## config.mk

```make
export PLATFORM = sky130hd
export DESIGN_NAME = seq_multiplier
export DESIGN_NICKNAME = d
export VERILOG_FILES = /design/src/rtl/seq_mul_pkg.sv /design/src/rtl/seq_mul_step.sv /design/src/rtl/seq_multiplier.sv
export SDC_FILE = /design/constraint.sdc
export NUM_CORES = 1
export LEC_CHECK = 0
export ABC_AREA = 1
export CORE_MARGIN = 2
export CORE_UTILIZATION = 31
export CTS_CLUSTER_DIAMETER = 100
export DETAILED_ROUTE_END_ITERATION = 6
export PLACE_DENSITY_LB_ADDON = 0.15
export SYNTH_ARGS = -nofsm -noshare
export SYNTH_HDL_FRONTEND = slang
export SYNTH_SLANG_ARGS = --single-unit
```

## constraint.sdc

```tcl
create_clock -name i_clk -period 6.7 [get_ports i_clk]
set_input_delay 1.675 -clock i_clk [delete_from_list [all_inputs] [get_ports i_clk]]
set_output_delay 1.675 -clock i_clk [all_outputs]
set_load 0.02 [all_outputs]
```

## src/rtl/seq_mul_pkg.sv

```systemverilog
// Shared types and constants for the iterative shift-add multiplier.
// The optional signed mode is enabled by defining SEQ_MUL_SIGNED_EN.
package seq_mul_pkg;

  localparam int DEFAULT_WIDTH = 32;

  // Bits needed to hold an iteration count of 0..w inclusive.
  function automatic int cnt_width(input int w);
    return $clog2(w) + 1;
  endfunction

  localparam int CNT_W = cnt_width(DEFAULT_WIDTH);

  typedef enum logic [1:0] {
    IDLE = 2'd0,
    RUN  = 2'd1,
    DONE = 2'd2
  } state_t;

endpackage

```

## src/rtl/seq_mul_step.sv

```systemverilog
// One partial-product step: conditionally add the multiplicand into the
// upper half of the accumulator (keeping the carry), then shift right by 1.
module seq_mul_step
  import seq_mul_pkg::*;
#(
  parameter int WIDTH = DEFAULT_WIDTH
) (
  input  logic [2*WIDTH:0]  i_acc,
  input  logic [WIDTH-1:0]  i_mcand,
  output logic [2*WIDTH:0]  o_acc
);

  logic [WIDTH:0] w_sum;

  assign w_sum = {1'b0, i_acc[2*WIDTH-1:WIDTH]} + {1'b0, i_mcand};

  // Select add-then-shift or plain shift on the accumulator LSB.
  always_comb begin
    o_acc = {1'b0, i_acc[2*WIDTH:1]};
    if (i_acc[0]) begin
      o_acc = {1'b0, w_sum, i_acc[WIDTH-1:1]};
    end
  end

endmodule

```

## src/rtl/seq_multiplier.sv

```systemverilog
// Iterative shift-add multiplier: WIDTH x WIDTH -> 2*WIDTH product, one
// partial-product step per clock, start/finish handshake shared with the
// sequential divider. Define SEQ_MUL_SIGNED_EN to add the i_is_signed port
// and two's-complement operation (sign-magnitude with final negation).
module seq_multiplier
  import seq_mul_pkg::*;
#(
  parameter int WIDTH = DEFAULT_WIDTH
) (
  input  logic               i_clk,
  input  logic               i_rst,
  input  logic               i_start,
  input  logic [WIDTH-1:0]   i_multiplicand,
  input  logic [WIDTH-1:0]   i_multiplier,
`ifdef SEQ_MUL_SIGNED_EN
  input  logic               i_is_signed,
`endif
  output logic               o_busy,
  output logic               o_finish,
  output logic [2*WIDTH-1:0] o_product
);

  localparam int LCNT_W = cnt_width(WIDTH);
  localparam logic [LCNT_W-1:0] LAST_ITER = LCNT_W'(WIDTH - 1);

  state_t              r_state;
  logic [LCNT_W-1:0]   r_cnt;
  logic [2*WIDTH:0]    r_acc;
  logic [WIDTH-1:0]    r_mcand;
  logic                r_busy;
  logic                r_finish;
  logic [2*WIDTH-1:0]  r_product;

  logic [2*WIDTH:0]    w_acc_next;
  logic [WIDTH-1:0]    w_a_lat;
  logic [WIDTH-1:0]    w_b_lat;
  logic [2*WIDTH-1:0]  w_result;
  logic                w_accept;

  // A start is only honoured outside RUN; requests during iteration are dropped.
  assign w_accept = i_start && (r_state != RUN);

`ifdef SEQ_MUL_SIGNED_EN
  logic w_neg_a;
  logic w_neg_b;
  logic r_sign;

  assign w_neg_a = i_is_signed & i_multiplicand[WIDTH-1];
  assign w_neg_b = i_is_signed & i_multiplier[WIDTH-1];
  // The most-negative value negates to itself, which read as unsigned is
  // exactly its magnitude 2^(WIDTH-1), so no special case is needed.
  assign w_a_lat  = w_neg_a ? -i_multiplicand : i_multiplicand;
  assign w_b_lat  = w_neg_b ? -i_multiplier   : i_multiplier;
  assign w_result = r_sign ? -w_acc_next[2*WIDTH-1:0] : w_acc_next[2*WIDTH-1:0];
`else
  assign w_a_lat  = i_multiplicand;
  assign w_b_lat  = i_multiplier;
  assign w_result = w_acc_next[2*WIDTH-1:0];
`endif

  seq_mul_step #(
    .WIDTH(WIDTH)
  ) u_step (
    .i_acc  (r_acc),
    .i_mcand(r_mcand),
    .o_acc  (w_acc_next)
  );

  // Control FSM, iteration counter, operand/sign latches and result register.
  // NOTE: every register here is assigned with <= so all of them update from
  // the same pre-edge values; blocking '=' would let later lines see new values.
  always_ff @(posedge i_clk or posedge i_rst) begin
    if (i_rst) begin
      r_state   <= IDLE;
      r_cnt     <= '0;
      r_acc     <= '0;
      r_mcand   <= '0;
      r_busy    <= 1'b0;
      r_finish  <= 1'b0;
      r_product <= '0;
`ifdef SEQ_MUL_SIGNED_EN
      r_sign    <= 1'b0;
`endif
    end else begin
      case (r_state)
        IDLE, DONE: begin
          if (w_accept) begin
            r_state  <= RUN;
            r_mcand  <= w_a_lat;
            r_acc    <= {1'b0, {WIDTH{1'b0}}, w_b_lat};
            r_cnt    <= '0;
            r_busy   <= 1'b1;
            r_finish <= 1'b0;
`ifdef SEQ_MUL_SIGNED_EN
            r_sign   <= w_neg_a ^ w_neg_b;
`endif
          end
        end
        RUN: begin
          r_acc <= w_acc_next;
          r_cnt <= r_cnt + 1'b1;
          if (r_cnt == LAST_ITER) begin
            r_state   <= DONE;
            r_product <= w_result;
            r_finish  <= 1'b1;
            r_busy    <= 1'b0;
          end
        end
        default: begin
          r_state <= IDLE;
          r_busy  <= 1'b0;
        end
      endcase
    end
  end

  assign o_busy    = r_busy;
  assign o_finish  = r_finish;
  assign o_product = r_product;

endmodule

```

* Word-level counts from Yosys, hierarchy flattened
Cells that the tools add are included.
** Operators by class
- Add/sub/neg operators :: 2
- Multiply operators :: 0
- Divide/modulo/power cells :: 0
- $lt $le $gt $ge :: 0
- Equal/unequal tests :: 6
- Shift operators :: 0
- Muxes and demuxes :: 14
- Bitwise gates (word level) :: 0
- Reductions and logical operators :: 9
** Operator list (number)
- $pmux W65 S2 :: 1
- $mux W65 :: 1
- $mux W64 :: 1
- $add A32 B32 Y33 :: 1
- $pmux W6 S2 :: 1
- $reduce_and A2 Y1 :: 4
- $add A6 B1 Y6 const B :: 1
- $eq A6 B5 Y1 const B :: 1
- $mux W6 :: 1
- $mux W1 :: 4
- $mux W2 :: 2
- $ne A2 B2 Y1 const B :: 2
- $pmux W1 S2 :: 2
- $pmux W2 S2 :: 1
- $reduce_and A3 Y1 :: 1
- $eq A2 B1 Y1 const B :: 1
- $eq A2 B2 Y1 const B :: 1
- $logic_not A2 Y1 :: 1
- $ne A2 B1 Y1 const B :: 1
- $reduce_bool A2 Y1 :: 1
- $reduce_or A2 Y1 :: 1
- $logic_and A1 B1 Y1 :: 1
** Storage, ports and cells
- Bits in registers :: 171
- Bits in latches :: 0
- RAM bits :: 0
- ROM bits :: 0
- Output and inout port bits :: 66
- Logic and storage cells :: 38
- Memories kept :: 0

* Depth between registers and ports, before layout
Gate-level depths: netlist of the first run.
- Depth in word-level cells :: 4
- Gate-level depth with buffers :: 13
- Gate-level depth less buffers :: 13

* Hierarchy
A second synthesis of the first run with hierarchy kept.
** Unflattened totals
- Cell total of the unflattened synthesis :: 1330
- Area total of the unflattened synthesis :: 9631.7 µm²
** By module, submodules not included
- seq_multiplier :: times used 1, cells an instance 710, area each 6601.3 µm², sequential area each 4279.1 µm²
- seq_mul_step :: times used 1, cells an instance 620, area each 3030.4 µm², sequential area each 0.0 µm²

* Worst setup path after synthesis of the first run
No wires, ideal clock.
- Path type :: input -> register
- Start point :: in i_start
- End point :: reg r_acc[40]
- Library setup time :: 118 ps
- Arrival time :: 2499 ps
- Data required time :: 6582 ps
- Setup slack :: 4083 ps
- Stages on the path :: 8
- Path buffers :: 1
- Cell sequence :: inv_1 > nor2_1 > inv_1 > nand2_1 > clkinv_1 > clkbuf_1 > nand2_1 > nand2_1
** Between the ends
- Cells in the longest elaborated chain, start to end :: 3
** RTL lines
- start: declaration :: RTL line seq_multiplier.sv:12 : input logic i_start,
- $logic_and A1 B1 Y1 :: RTL line seq_multiplier.sv:41 : assign w_accept = i_start && (r_state != RUN);
- $ne A2 B2 Y1 (no line)
- $reduce_and A2 Y1 (no line)
- end signal: assignment :: RTL line seq_multiplier.sv:90 : r_acc <= {1'b0, {WIDTH{1'b0}}, w_b_lat};
- end signal: assignment :: RTL line seq_multiplier.sv:100 : r_acc <= w_acc_next;
- end: declaration :: RTL line seq_multiplier.sv:28 : logic [2*WIDTH:0] r_acc;
No other way between the ends.
A chain may end at the register's enable or synchronous reset.

* Final worst setup path of the first run
- Start point :: reg r_state[0]
- End point :: reg r_product[7], in the netlist o_product[7]
** Between the ends
- Cells in the longest elaborated chain, start to end :: 2
** RTL lines
- start: declaration :: RTL line seq_multiplier.sv:26 : state_t r_state;
- start signal: assignment :: RTL line seq_multiplier.sv:74 : r_state <= IDLE;
- start signal: assignment :: RTL line seq_multiplier.sv:88 : r_state <= RUN;
- start signal: assignment :: RTL line seq_multiplier.sv:103 : r_state <= DONE;
- $eq A2 B1 Y1 :: RTL line seq_multiplier.sv:85 : case (r_state)
- $reduce_and A2 Y1 (no line)
- end signal: assignment :: RTL line seq_multiplier.sv:104 : r_product <= w_result;
- end: declaration :: RTL line seq_multiplier.sv:32 : logic [2*WIDTH-1:0] r_product;
No other way between the ends.

==> flow_metrics.tcl, run 1 <==
set metrics [dict create \
    status "complete, no violations" \
    holdBufCountCts 0 \
    area_growth_pct 24.4 \
    first_pass_iters 5 \
    drt_iter0_markers 425 \
    initial_core_util_pct 31.4 \
    finalSetupViolCount 0 \
    slew_headroom_pct 41.7 \
    ir_drop_mv 0.179 \
    avgSynthCellArea_sq_um 7.42 \
    maxSlewViolCount 0 \
    drtAntennaViolNets 0 \
    min_period_ns 3.93 \
    crit_required_ns 7.06 \
    crit_type "register to register" \
    synth_common_cells "512 x nand2_1, 170 x dfrtp_1, 167 x inv_1" \
    post_cts_resized 0 \
    post-synth-top-count-cell "nand2_1" \
    synth.distinct_cells 36 \
    path_cells "inv_1, nor2_4, inv_2, o22ai_2, nor2_4, inv_2, buf_4, nand2_1, o21ai_1" \
    final_util_pct 39.0 \
    sw_frac_of_total_pct 47.3 \
    finalHoldViolations 0 \
    worstSetupStartpointType "register" \
    pwr-share-seq_pct 30.0 \
    tightestPinTransition_ns 0.872 \
    pre_cts_slack_ns 2.42 \
    dieArea_sq_um 31300 \
    crit_path_top_delay_cell "inv_2" \
    power_mw 5.99 \
    synth_top_area_cell "dfrtp_1" \
    routedWlPerCell_um 15.0 \
    setup_slack_ns 2.77 \
    route.detailed.drc 0 \
    skew_ns 0.0138 \
    final_cells 1767 \
    total_leakage_power_nw 5.95 \
    post-route-period-util_pct 58.6 \
    yosysWarnings 0 \
    portBuffers 132 \
    gp_congestion 0.845 \
    core_area_sq_um 29600 \
    crit_fanout 52 \
    pwr-share-comb_pct 53.2 \
    clockRootBuffer "clkbuf_16" \
    grt-ovfl-total 0 \
    syn_inst 1250 \
    routed_wl_um 26600 \
    syn_area_sq_um 9270 \
    ctsHtreeMaxLevel 4 \
    ys_seq_elements 170 \
    dpl.cell_count 1735 \
    cts_buffers 17 \
    grt_pass1_wl_um 42900 \
    arrival_ns 4.29 \
    io_pins 133 \
    clkPwrFrac_pct 16.8 \
    cts_tree "built" \
    nets 1465 \
    synth-edff-count 0 \
    clock_latency_ns 0.44 \
    p_int_mw 3.16 \
    vias_per_cell 4.57 \
    clock_sinks 170 \
    die_y_um 177 \
    syn-num-nets 1351 \
    drive_above_1_share_pct 4.58 \
    ys_top_cells_by_area "dfrtp_1 46%, nand2_1 21%, inv_1 6.8%" \
    grt.total_usage_pct 17.7 \
    fmax_ghz 0.255 \
    fin_area_sq_um 11500 \
    die_w_um 177 \
    post_dp_cell_area_sq_um 10900 \
    holdWs_ns 0.482 \
    clockBufferDepth 2 \
    diodes 0 \
    synth_top_area_share_pct 45.9 \
    yosysSeqAreaShare_pct 45.9 \
    dpl.hpwl_um 19200 \
    power-per-cell-area_nw_per_um2 519 \
    rsz0062_at_grt "false" \
    critPathCaptureType "register" \
    critPathMaxStageDelay_ns 0.69 \
    dr_total_vias 8084 \
    cts_setup_buffers 0 \
    hp-class "register to register" \
    finalSetupTns_ns 0 \
    clk_pin_slew_ns 0.08 \
    antenna_found_initial 0 \
    std_cell_rows 63 \
    p_sw_mw 2.83 \
    grt_pass1_vias 7957 \
    async_reset_ff_share_pct 100 \
    grt_max_degree 96 \
    synth_ff_type "dfrtp_1" \
    cap_viol_max_count 0 \
]
## critical path, delay by kind of cell (launching register included)
kind | cells | cell delay, ns
compound gates | 2 | 0.46
buf+inv | 4 | 1.95
flops | 1 | 0.42
simple gates | 3 | 0.98
## kinds of logic after synthesis
family,share of synthesized area [%]
adder cells (fa/ha/maj),4.67
buffers and inverters,9.39
XOR/XNOR,1.23
flip-flops,45.9
AO/OA/AOI/OAI,8.62
AND/OR/NAND/NOR,30.2
## worst paths after layout
| check | startpoint | endpoint | slack (ns) | depth (start not counted) |
|---|---|---|---|---|
| max reg2reg | r_state[0] | o_product[7] | 2.77 | 9 |
| min in group asynchronous | i_rst | r_acc[17] | 1.82 | 2 |
| min reg2reg | o_busy | o_busy | 0.48 | 2 |
| max | r_state[0] | o_product[7] | 2.77 | 9 |
| max in group asynchronous | i_rst | r_mcand[9] | 3.97 | 3 |
| min | o_busy | o_busy | 0.48 | 2 |
## routing by layer
metal,part of all wire [%],track usage [%],vias to the layer above,wire [um]
met5,0,0,-,0
met4,1.2,4.03,0,306
met3,4.9,3.52,19,1300
met2,45,27.5,157,11800
met1,49,25.2,3730,13200
li1,-,-,4178,-
## registers in the layout (all words and copies together) (netlist names)
register and flops:
o_product 64, r_acc 64, r_mcand 32, r_cnt 6, r_state 2, o_busy 1, o_finish 1
## power by group through the flow
stage / clock (mW) / sequential [mW] / combinational (mW)
after floorplan: 0 / 1.93 / 2.01
after global placement: 0 / 1.82 / 3.17
after detailed placement: 0 / 1.81 / 3.21
after CTS: 1.03 / 1.80 / 3.22
after global routing: 1.08 / 1.85 / 3.62
final: 1.00 / 1.80 / 3.19
## placed cells by master (no fill, tap or decap), types with 2 or more instances in the layout
cell type / count
ha_1: 33
a21oi_1: 21
nand2_1: 511
clkbuf_16: 17
inv_8: 2
and2_1: 3
buf_4: 5
clkdlybuf4s50_1: 132
nand4_1: 4
o21bai_1: 3
o221ai_1: 30
o22ai_1: 7
o211ai_1: 3
inv_2: 3
inv_1: 166
o21ai_0: 33
clkinv_4: 3
nor2_4: 3
nor2_1: 45
inv_6: 3
xnor2_1: 8
clkinv_8: 7
o21ai_1: 27
xor2_1: 5
dfrtp_1: 170
or2_2: 16
nor3_1: 4
nand3_1: 98
clkinv_1: 2
## final cells by class
| cell class | instances | area (sq um) |
|---|---|---|
| Inverter | 172 | 651 |
| Multi-Input combinational cell | 865 | 4160 |
| Fill cell | 3061 | 18000 |
| Timing Repair Buffer | 138 | 1380 |
| Tap cell | 390 | 488 |
| Clock inverter | 14 | 180 |
| Clock buffer | 18 | 429 |
| Sequential cell | 170 | 4250 |
Power figures use the tool's default switching activity.
==> run 2, diff against run 1 <==
==> constraint.sdc (replaced) <==
create_clock -name i_clk -period 3.2 [get_ports i_clk]
set_input_delay 0.8 -clock i_clk [delete_from_list [all_inputs] [get_ports i_clk]]
set_output_delay 0.8 -clock i_clk [all_outputs]
set_load 0.02 [all_outputs]
==> run 2 against run 1 <==
Effect of this change:
- combinational power rose by 110%
- register-to-register slack got worse by 2.0 ns
- worst setup slack got worse by 2.0 ns
- fmax grew 59%
- cell count is 0.40% higher
- critical path depth up 3
- clock skew is 0.0023 ns higher
- critical path type unchanged
- die area unchanged
- flip-flop and latch count did not move
- power rose by 110%
- clock power rose by 110%
==> flow_metrics.tcl, run 2 (synthesized netlist as in run 1, its figures left out) <==
set metrics [dict create \
    path_buf_inv 0 \
    drt_iter0_markers 395 \
    route.detailed.drc 0 \
    clk_pin_slew_ns 0.08 \
    slew_headroom_pct 52.6 \
    dr_total_vias 8091 \
    grt_max_degree 96 \
    cap_viol_max_count 0 \
    pwr-share-seq_pct 29.1 \
    sw_frac_of_total_pct 47.0 \
    portBuffers 132 \
    first_pass_iters 4 \
    critPathCaptureType "register" \
    p_int_mw 6.70 \
    post-route-period-util_pct 76.9 \
    vias_per_cell 4.56 \
    grt-ovfl-total 0 \
    routed_wl_um 26800 \
    min_period_ns 2.46 \
    clock_latency_ns 0.44 \
    io_pins 133 \
    p_sw_mw 5.93 \
    routedWlPerCell_um 15.1 \
    dieArea_sq_um 31300 \
    critPathMaxStageDelay_ns 0.48 \
    post_cts_resized 0 \
    nets 1472 \
    grt_pass1_wl_um 43800 \
    power_mw 12.6 \
    cts_setup_buffers 0 \
    nFillCells 3094 \
    status "complete, no violations" \
    cts_buffers 17 \
    final_cells 1774 \
    hp-class "register to register" \
    ctsHtreeMaxLevel 4 \
    cp_common_cell "nand3_1" \
    ir_drop_mv 0.578 \
    drive_above_1_share_pct 5.13 \
    initial_core_util_pct 31.4 \
    core_area_sq_um 29600 \
    area_growth_pct 25.3 \
    crit_type "register to register" \
    critPathTopFamily "simple AND/OR/NAND/NOR gates" \
    std_cell_rows 63 \
    fmax_ghz 0.406 \
    pwr-share-comb_pct 54.0 \
    holdBufCountCts 0 \
    power-per-cell-area_nw_per_um2 1090 \
    cts_tree "built" \
    grt_pass1_vias 8160 \
    dpl.hpwl_um 19100 \
    final_cell_mix "511 x nand2_1, 170 x dfrtp_1, 166 x inv_1" \
    crit_required_ns 3.52 \
    drtAntennaViolNets 0 \
    die_w_um 177 \
    tightestPinTransition_ns 0.711 \
    grt.total_usage_pct 17.8 \
    path_cells "ha_1, fa_1, nand3_1, nand3_1, nand2_1, nand2_1, nand3_1, nand3_1, nand2_1, nand3_1, nand3_1, nand2_1" \
    layout_commonest_cell "nand2_1" \
    worstSetupStartpointType "register" \
    finalSetupViolCount 0 \
    gp_congestion 0.852 \
    clockBufferDepth 2 \
    maxSlewViolCount 0 \
    finalSetupTns_ns 0 \
    arrival_ns 2.78 \
    clkPwrFrac_pct 16.9 \
    die_y_um 177 \
    crit_path_top_delay_cell "fa_1" \
    rsz0062_at_grt "false" \
    clockRootBuffer "clkbuf_16" \
    skew_ns 0.0161 \
    antenna_found_initial 0 \
    crit_fanout 5 \
    dpl.cell_count 1742 \
    diodes 0 \
    finalHoldViolations 0 \
    clock_sinks 170 \
    total_leakage_power_nw 6.00 \
]
-- run 2: worst register-to-register path, cell delays in order (launching register included) --
cell and delay [ns]:
dfrtp_1 0.38, ha_1 0.24, fa_1 0.48, nand3_1 0.11
nand3_1 0.15, nand2_1 0.10, nand2_1 0.12, nand3_1 0.15
nand3_1 0.14, nand2_1 0.08, nand3_1 0.09, nand3_1 0.20
nand2_1 0.08
-- run 2: final timing paths --
check | start | to | slack, ns | cells after the start
worst max-delay path | r_acc[32] | o_product[55] | 0.74 | 12
worst min-delay path | o_product[30] | o_product[30] | 0.47 | 2
worst max register to register | r_acc[32] | o_product[55] | 0.74 | 12
worst min register to register | o_product[30] | o_product[30] | 0.47 | 2
max in group asynchronous | i_rst | r_mcand[10] | 1.71 | 3
min in group asynchronous | i_rst | o_product[26] | 0.66 | 2
-- run 2: final cells by class --
cell class	count	area, sq um	area share, %
clock buffer	17	425	3.66
sequential	170	4250	36.6
inverter	172	649	5.59
tap	390	488	4.20
clock inverter	15	175	1.51
multi-input combinational	865	4160	35.8
timing repair buffer	145	1470	12.6
-- run 2: per-stage QoR --
step                      instance area (sq um)  hold WS (ns)  worst slack [ns]  utilization (%)
after floorplan                            9270         0.446             0.231                -
after global placement                    11000         0.463             0.706             37.3
after detailed placement                  11000         0.459             0.697             37.3
after CTS                                 11600         0.477             0.754             39.3
after global routing                      11600         0.495             0.546             39.3
final                                     11600         0.473             0.738             39.3
-- run 2: power by group through the flow --
stage | combinational (mW) | sequential, mW | clock, mW
after global placement | 6.81 | 3.73 | 0
after floorplan | 4.21 | 4.03 | 0
after detailed placement | 6.89 | 3.71 | 0
after global routing | 7.73 | 3.80 | 2.28
final | 6.83 | 3.68 | 2.13
after CTS | 6.92 | 3.69 | 2.20
-- run 2: per-layer routing --
metal	track usage [%]	wire length [um]	share of wire [%]	up-vias
li1	-	-	-	4178
met1	24.8	13200	49	3723
met2	27.6	11700	44	168
met3	4.62	1500	5.6	22
met4	4.58	355	1.3	0
met5	0	0	0	-
